==> src/rtl/shift_mul_ctrl_pkg.sv <==
`default_nettype none
// ============================================================================
// Module   : shift_mul_ctrl_pkg
// Purpose  : State encodings and counter-width helper for the shift-add multiplier.
// Revision : 1.0 - initial release
// ============================================================================
package shift_mul_ctrl_pkg;

    localparam logic [1:0] ST_IDLE = 2'd0;
    localparam logic [1:0] ST_CALC = 2'd1;
    localparam logic [1:0] ST_DONE = 2'd2;

    // Counter must hold the value W itself, hence W+1 codes.
    function automatic int cnt_width_f(input int w);
        return $clog2(w + 1);
    endfunction

endpackage
`default_nettype wire

==> src/rtl/shift_mul_ctrl_fsm.sv <==
`default_nettype none
// ============================================================================
// Module   : mul_seq_fsm
// Purpose  : Sequencer for the shift-add multiplier: state, iteration count, strobes.
// Revision : 1.0 - initial release
// ============================================================================
module mul_seq_fsm
    import shift_mul_ctrl_pkg::*;
#(
    parameter int DATA_WIDTH = 16,
    parameter int CNT_WIDTH  = cnt_width_f(DATA_WIDTH)
) (
    input  logic clk,
    input  logic rst,
    input  logic start,
    input  logic abort,
    output logic busy,
    output logic done,
    output logic load,
    output logic step,
    output logic clear
);

    localparam logic [CNT_WIDTH-1:0] C_CNT_INIT = CNT_WIDTH'(DATA_WIDTH);
    localparam logic [CNT_WIDTH-1:0] C_CNT_ONE  = CNT_WIDTH'(1);

    logic [1:0]           r_state;
    logic [1:0]           w_next_state;
    logic [CNT_WIDTH-1:0] r_cnt;

    always_ff @(posedge clk) begin
        if (rst) begin
            r_state <= ST_IDLE;
        end else begin
            r_state <= w_next_state;
        end
    end

    always_ff @(posedge clk) begin
        if (rst) begin
            r_cnt <= '0;
        end else if (load) begin
            r_cnt <= C_CNT_INIT;
        end else if (clear) begin
            r_cnt <= '0;
        end else if (step) begin
            r_cnt <= r_cnt - C_CNT_ONE;
        end
    end

    always_comb begin
        w_next_state = r_state;
        case (r_state)
            ST_IDLE: w_next_state = start ? ST_CALC : ST_IDLE;
            ST_CALC: begin
                if (abort) begin
                    w_next_state = ST_IDLE;
                end else if (r_cnt == C_CNT_ONE) begin
                    w_next_state = ST_DONE;
                end else begin
                    w_next_state = ST_CALC;
                end
            end
            // DONE is a single-cycle state; a start here chains the next op.
            ST_DONE: w_next_state = start ? ST_CALC : ST_IDLE;
            default: w_next_state = ST_IDLE;
        endcase
    end

    always_comb begin
        busy  = (r_state == ST_CALC);
        done  = (r_state == ST_DONE);
        load  = ((r_state == ST_IDLE) || (r_state == ST_DONE)) && start;
        step  = (r_state == ST_CALC) && !abort;
        clear = (r_state == ST_CALC) && abort;
    end

endmodule
`default_nettype wire

==> src/rtl/shift_mul_ctrl.sv <==
`default_nettype none
// ============================================================================
// Module   : shift_mul_ctrl
// Purpose  : Sequential unsigned shift-add multiplier, one add-and-shift per clock.
// Revision : 1.0 - initial release
// ============================================================================
module shift_mul_ctrl
    import shift_mul_ctrl_pkg::*;
#(
    parameter int DATA_WIDTH = 16
) (
    input  logic                    clk,
    input  logic                    rst,
    input  logic                    start,
    input  logic                    abort,
    input  logic [DATA_WIDTH-1:0]   a,
    input  logic [DATA_WIDTH-1:0]   b,
    output logic                    busy,
    output logic                    done,
    output logic [2*DATA_WIDTH-1:0] product
);

    localparam int CNT_WIDTH = cnt_width_f(DATA_WIDTH);

    logic [DATA_WIDTH-1:0] r_m;
    logic [DATA_WIDTH-1:0] r_a;
    logic [DATA_WIDTH-1:0] r_q;
    logic                  r_c;
    logic [DATA_WIDTH:0]   w_sum;
    logic                  w_load;
    logic                  w_step;
    logic                  w_clear;

    mul_seq_fsm #(
        .DATA_WIDTH (DATA_WIDTH),
        .CNT_WIDTH  (CNT_WIDTH)
    ) u_fsm (
        .clk   (clk),
        .rst   (rst),
        .start (start),
        .abort (abort),
        .busy  (busy),
        .done  (done),
        .load  (w_load),
        .step  (w_step),
        .clear (w_clear)
    );

    // Carry is cleared on every shift, so {C,A} is the zero-extended accumulator.
    assign w_sum = {r_c, r_a} + (r_q[0] ? {1'b0, r_m} : '0);

    always_ff @(posedge clk) begin
        if (rst) begin
            r_m <= '0;
            r_a <= '0;
            r_q <= '0;
            r_c <= 1'b0;
        end else if (w_load) begin
            r_m <= a;
            r_a <= '0;
            r_q <= b;
            r_c <= 1'b0;
        end else if (w_clear) begin
            r_a <= '0;
            r_q <= '0;
            r_c <= 1'b0;
        end else if (w_step) begin
            r_a <= w_sum[DATA_WIDTH:1];
            r_q <= {w_sum[0], r_q[DATA_WIDTH-1:1]};
            r_c <= 1'b0;
        end
    end

    assign product = {r_a, r_q};

endmodule
`default_nettype wire

==> config.mk <==
export PLATFORM = sky130hd
export DESIGN_NAME = shift_mul_ctrl
export DESIGN_NICKNAME = d
export VERILOG_FILES = /design/src/rtl/shift_mul_ctrl_pkg.sv /design/src/rtl/shift_mul_ctrl_fsm.sv /design/src/rtl/shift_mul_ctrl.sv
export SDC_FILE = /design/constraint.sdc
export NUM_CORES = 1
export LEC_CHECK = 0
export ABC_AREA = 1
export CAP_MARGIN = 20
export CORE_ASPECT_RATIO = 0.5
export CORE_MARGIN = 5
export CORE_UTILIZATION = 54
export CTS_BUF_LIST = sky130_fd_sc_hd__clkbuf_4
export CTS_CLUSTER_SIZE = 40
export DETAILED_ROUTE_END_ITERATION = 10
export PLACE_DENSITY_LB_ADDON = 0.2
export SETUP_SLACK_MARGIN = 0.3
export SKIP_CTS_REPAIR_TIMING = 1
export SLEW_MARGIN = 25
export SYNTH_ARGS = -nofsm -noshare
export SYNTH_HDL_FRONTEND = slang
export SYNTH_HIERARCHICAL = 1
export SYNTH_SLANG_ARGS = --single-unit
==> constraint.sdc <==
create_clock -name clk -period 3.34 [get_ports clk]
set_input_delay 0.668 -clock clk [delete_from_list [all_inputs] [get_ports clk]]
set_output_delay 0.668 -clock clk [all_outputs]
set_load 0.01 [all_outputs]
==> run metrics <==
DRT Pass-1 Iters=5; Final min period=2.56 ns; FF-to-FF setup slack=1.11 ns; Clk Latency, worst-skew pair=0.40 ns; Worst R2R Start=r_q[0]$_SDFFE_PP0P_; Setup TNS=0 ns; core footprint=6060 sq um; Tot Pwr=1.43 mW; Via density=4.86; fmax=391 MHz; peak supply drop=0.184 mV; CTS root buf=clkbuf_4; die height=65.8 um; DIE WIDTH=122 um; CP Capture Type=primary output; critical path peak fanout=18; top cell type's share of synthesized area=32.7%; Arr. time, crit path=1.89 ns; vias in the first global route=2917; Leak=2.03 nW; start point of the critical path=r_q[0]$_SDFFE_PP0P_; type of origin of the critical path=flop; WHS Path Cells=2; pwr dens=343 nW/um^2; ratio of cells with drive above 1 in the final layout=9.06%; Slew @ Worst Pin=0.701 ns; syn_nets=556; final net count=617; Ys Warns=6; fin crit share=76.7%; r2r endpoint=r_a[11]$_SDFFE_PP0P_; Wirelength per Cell=11.9 um; row count=20; CTS buffer count=5; final setup fails=0; GRT Util Overall=20.4%; first-pass GRT wire length=13.2 mm; R2R depth=11; Initial DRC Count=127; Critical Path Stages=1; most common cell after layout, fill and taps aside=nand2_1; max_cap viols=0; Clock Skews=0.00597 ns; post-synthesis sequential area ratio=32.7%; Netlist cell types=36; Die ar.=8000 sq um; worst setup path endpoint=product[0]; Mean Syn Cell Area=6.71 sq um; leading area contributor after synthesis=dfxtp_1; Buffers & Inverters on Critical Path=1; vias=3176; final wirelength=7.77 mm; Initial Util=55.5%; IO Pins=70; kind of critical path=reg2out; largest net degree at the start of global routing=35; CP delay by family, top=flip-flops; synthesis-stage register bit count=55; Slew Limit Fails=0; Max H-tree Level=2; slew margin rel.=53.2%; total congestion overflow=0; Post-DP HPWL=5.81 mm; Layout area overhead=24.1%; antenna violations before repair=1; WP data required=2.67 ns; Post-DRT Antenna Nets=0; clk buf depth=2; status=complete, no violations; unrepaired setup endpoints after global routing=no; Clock transition at path regs=0.16 ns; Hold Fails Final Rpt=0; number of synthesized flops with an enable pin=0; HP Class=reg2reg; most frequent cells in the layout=nand2_1, inv_1, clkdlybuf4s50_1; Worst path slowest cell=dfxtp_1; Fill cells=536; cells after synthesis=501; crit-path cells=clkdlybuf4s50_1; Critical Path Max Stage Delay=0.81 ns; clock tree sinks=55; worst hold margin=0.505 ns; Synth Flop Type=dfxtp_1; ys async rst share=0%; main area contributors after synthesis=dfxtp_1, nand2_1, inv_1; CTS tree=yes; Cell Area, Synth=3360 sq um; IO buf count=69; drc violations=0; RePlAce Congestion=0.874
[per-layer routing]
layer,share of wire (%),global-route usage (%)
met5,0,0
met1,50,28.2
met2,44,32.3
met4,0.69,4.19
met3,6.0,5.21
[kinds of logic after synthesis]
family / Yosys count / synth area share, %
AOI/OAI and AO/OA: 87 / 14.7
buffers and inverters: 100 / 12.1
DFF: 55 / 32.7
and+or+nand+nor: 235 / 31.9
xor gates and xnor gates: 5 / 1.30
adders and majority gates: 19 / 7.29
[layout make-up]
cell class	count	area [sq um]	share of cell area [%]
Antenna cell	3	7.51	0.180
Clock buffer	5	37.5	0.899
Clock inverter	3	42.5	1.02
Inverter	82	308	7.37
Multi-Input combinational cell	346	1860	44.4
Sequential cell	55	1100	26.4
Tap cell	88	110	2.64
Timing Repair Buffer	72	713	17.1
[cells in the mapped netlist, types with 3 or more instances]
master and instances:
nand2_1 108, inv_1 74, nor2_1 66, dfxtp_1 55, o21ai_0 34, a21oi_1 29, nand3_1 22, ha_1 18
a22oi_1 16, nand2_2 13, inv_2 8, buf_2 7, clkbuf_1 7, nor2_2 4, nand3_2 3, nand4_1 3
nor2_4 3, nor3_2 3, o211ai_1 3, xnor2_1 3
[per-stage QoR]
step | util [%] | worst slack, ns | instances | cell area (sq um)
final | 68.9 | 0.779 | 654 | 4180
after global routing | 68.9 | 0.666 | 654 | 4180
after CTS | 68.8 | 0.767 | 651 | 4170
after detailed placement | 67.5 | 0.703 | 643 | 4090
after global placement | 67.5 | 0.793 | 643 | 4090
after floorplan | - | 1.24 | 501 | 3360
[state kept, by name, indices dropped and copies added, names as in the netlist]
| register | count |
|---|---|
| r_a | 16 |
| r_m | 16 |
| r_q | 16 |
| u_fsm/r_cnt | 5 |
| u_fsm/r_state | 2 |
[power breakdown]
part           switching [mW]  total [mW]  internal, mW  leakage (nW)
sequential             0.0381       0.741         0.703         0.452
clock                   0.226       0.384         0.158        0.0433
combinational           0.159       0.308         0.149          1.53
[worst min-delay path by stage]
| stage | startpoint | endpoint |
|---|---|---|
| finish | u_fsm/r_cnt[0]$_SDFFE_PP0P_ | u_fsm/r_cnt[0]$_SDFFE_PP0P_ |
| detailed placement | r_m[2]$_SDFFE_PP0P_ | r_m[2]$_SDFFE_PP0P_ |
| CTS | u_fsm/r_cnt[0]$_SDFFE_PP0P_ | u_fsm/r_cnt[0]$_SDFFE_PP0P_ |
| floorplan | u_fsm/r_cnt[0]$_SDFFE_PP0P_ | u_fsm/r_cnt[0]$_SDFFE_PP0P_ |
| global route | u_fsm/r_cnt[0]$_SDFFE_PP0P_ | u_fsm/r_cnt[0]$_SDFFE_PP0P_ |
| global placement | u_fsm/r_cnt[0]$_SDFFE_PP0P_ | u_fsm/r_cnt[0]$_SDFFE_PP0P_ |
(Power assumes the default switching activity.)
==> RTL change, RTL diff (same flow settings) <==
Add an input register stage for `start`, `abort`, `a` and `b`, without a reset; this delays them by one clock. Comments in the files are not updated.
--- a/src/rtl/shift_mul_ctrl.sv
+++ b/src/rtl/shift_mul_ctrl.sv
@@ -23,4 +23,16 @@
     localparam int CNT_WIDTH = cnt_width_f(DATA_WIDTH);
 
+    logic start_q;
+    logic abort_q;
+    logic [DATA_WIDTH-1:0] a_q;
+    logic [DATA_WIDTH-1:0] b_q;
+
+    always_ff @(posedge clk) begin
+        start_q <= start;
+        abort_q <= abort;
+        a_q     <= a;
+        b_q     <= b;
+    end
+
     logic [DATA_WIDTH-1:0] r_m;
     logic [DATA_WIDTH-1:0] r_a;
@@ -38,6 +50,6 @@
         .clk   (clk),
         .rst   (rst),
-        .start (start),
-        .abort (abort),
+        .start (start_q),
+        .abort (abort_q),
         .busy  (busy),
         .done  (done),
@@ -57,7 +69,7 @@
             r_c <= 1'b0;
         end else if (w_load) begin
-            r_m <= a;
+            r_m <= a_q;
             r_a <= '0;
-            r_q <= b;
+            r_q <= b_q;
             r_c <= 1'b0;
         end else if (w_clear) begin
Check against the original RTL: not equivalent (Yosys sat finds a counterexample within 4 cycles, from zero or initial values and one cycle with rst high).
==> RTL change against the unedited design <==
- clock power increased by 64%
- via count grew 8.2%
- power increased by 47%
- sequential cell count grew 34
- wire length is 9.0% higher
- setup slack improved by 0.069 ns
- final area increased by 17%
- sequential share of layout area rose by 10 points
- area after synthesis increased by 19%
- sequential power up 59%
- register-to-register slack better by 0.11 ns
- critical path depth unchanged
- largest power group unchanged
==> RTL change: results (changes against the unedited design) <==
metric	value	unit	change
Worst EP arrival	1.82	ns	-0.07 ns
routed wire length	8.473	mm	+9.0%
met1 Resource Use GR	23.10	%	-5.1 points
Placed Area	4755	um^2	+16%
antenna violations before repair	0		-1
gpl congestion	0.8846		+1.2%
Final Skew	0.01943	ns	+0.01346 ns
ANT cells	0		-3
met3 WL post-DR	469	um	unchanged
TritonCTS buffer count	9		+4
CTS max path bufs	2		unchanged
htree depth	3		+1
Rel. slew slack	60.99	%	+7.8 points
met1 WL	3.919	mm	+1.7%
register area share after synthesis	44.47	%	+12 points
PortBufs	69		unchanged
pre-CTS WS	1.095	ns	+0.3922 ns
Iter 0 DRT Violations	202		+59%
first-pass GRT wire length	14.22	mm	+7.4%
Top Layer Used	met4		
vias in the first global route	3185		+9.2%
latest clock arrival within the worst-skew pair	0.44	ns	+0.04 ns
Static Leak	0.002340	uW	+15%
Post-synth top cells	110 x nand2_1, 89 x dfxtp_1, 76 x inv_1		
routed vias/inst	4.904		+0.99%
DP HPWL	6.157	mm	+6.0%
met2 WL	4.016	mm	+18%
largest net degree at the start of global routing	36		+2.9%
Crit path largest cell delay	0.72	ns	-0.09 ns
switch share	27.92	%	-1.6 points
Synth area leaders	dfxtp_1 44%, nand2_1 10%, inv_1 7.1%		
met2 usage	31.57	%	-0.73 points
status	finished clean		
ratio of cells with drive above 1 in the final layout	8.430	%	-0.63 points
CTS root buf	clkbuf_4		
all-layer global routing usage	18.59	%	-1.8 points
async set or reset register ratio after synthesis	0	%	unchanged
critical path's slowest cell	dfxtp_1		
GR met3 Demand/Resource	5.540	%	+0.33 points
library cells used by synthesis	33		-8.3%
yosys warns	6		unchanged
# nets final	655		+6.2%
peak supply drop	0.2443	mV	+33%
post-synthesis net count	590		+6.1%
CP top delay family	flip-flops		
[RTL change: metrics by stage]
step | std cells | total power (uW)
floorplan | 535 | 1369
global placement | 685 | 1496
detailed placement | 685 | 1502
CTS | 701 | 2136
global route | 701 | 2219
finish | 701 | 2108
[RTL change: worst register-to-register path: cells and delay by family, from the launching register on]
| family | cells | cell delay [ns] |
|---|---|---|
| flip-flops | 1 | 0.52 |
| AND/OR/NAND/NOR | 10 | 0.86 |
| adder cells (fa/ha/maj) | 2 | 0.59 |
| buffers and inverters | 2 | 0.08 |
[RTL change: power groups by stage]
stage          clock network, uW  registers, uW  logic (uW)
5_1_grt                      692           1180         342
3_5_place_dp                   0           1200         304
2_1_floorplan                  0           1200         173
4_1_cts                      655           1180         306
3_3_place_gp                   0           1200         299
6_report                     628           1180         305
[RTL change: path summary, 6_finish.rpt]
kind              startpoint    endpoint  slack, ns  cells past startpoint
setup reg to reg      r_q[0]      r_a[9]       1.22                     14
hold / removal        a_q[7]      r_m[7]       0.46                      2
hold reg to reg       a_q[7]      r_m[7]       0.46                      2
setup / recovery      r_q[0]  product[0]       0.85                      1
[RTL change: cell families after synthesis]
logic type	Yosys count	synth area share (%)
AO/OA/AOI/OAI	87	12.21
AND/OR/NAND/NOR	235	26.30
XOR/XNOR	5	1.093
flip-flops	89	44.47
buffers and inverters	100	9.806
adder cells (fa/ha/maj)	19	6.121
[RTL change: final cells by class]
| cell class | count | area, um^2 |
|---|---|---|
| clock buffer | 9 | 67.56 |
| inverter | 82 | 307.8 |
| timing repair buffer | 72 | 713.2 |
| multi-input combinational | 346 | 1832 |
| tap | 96 | 120.1 |
| sequential | 89 | 1782 |
| fill | 634 | 2362 |
| clock inverter | 7 | 82.58 |
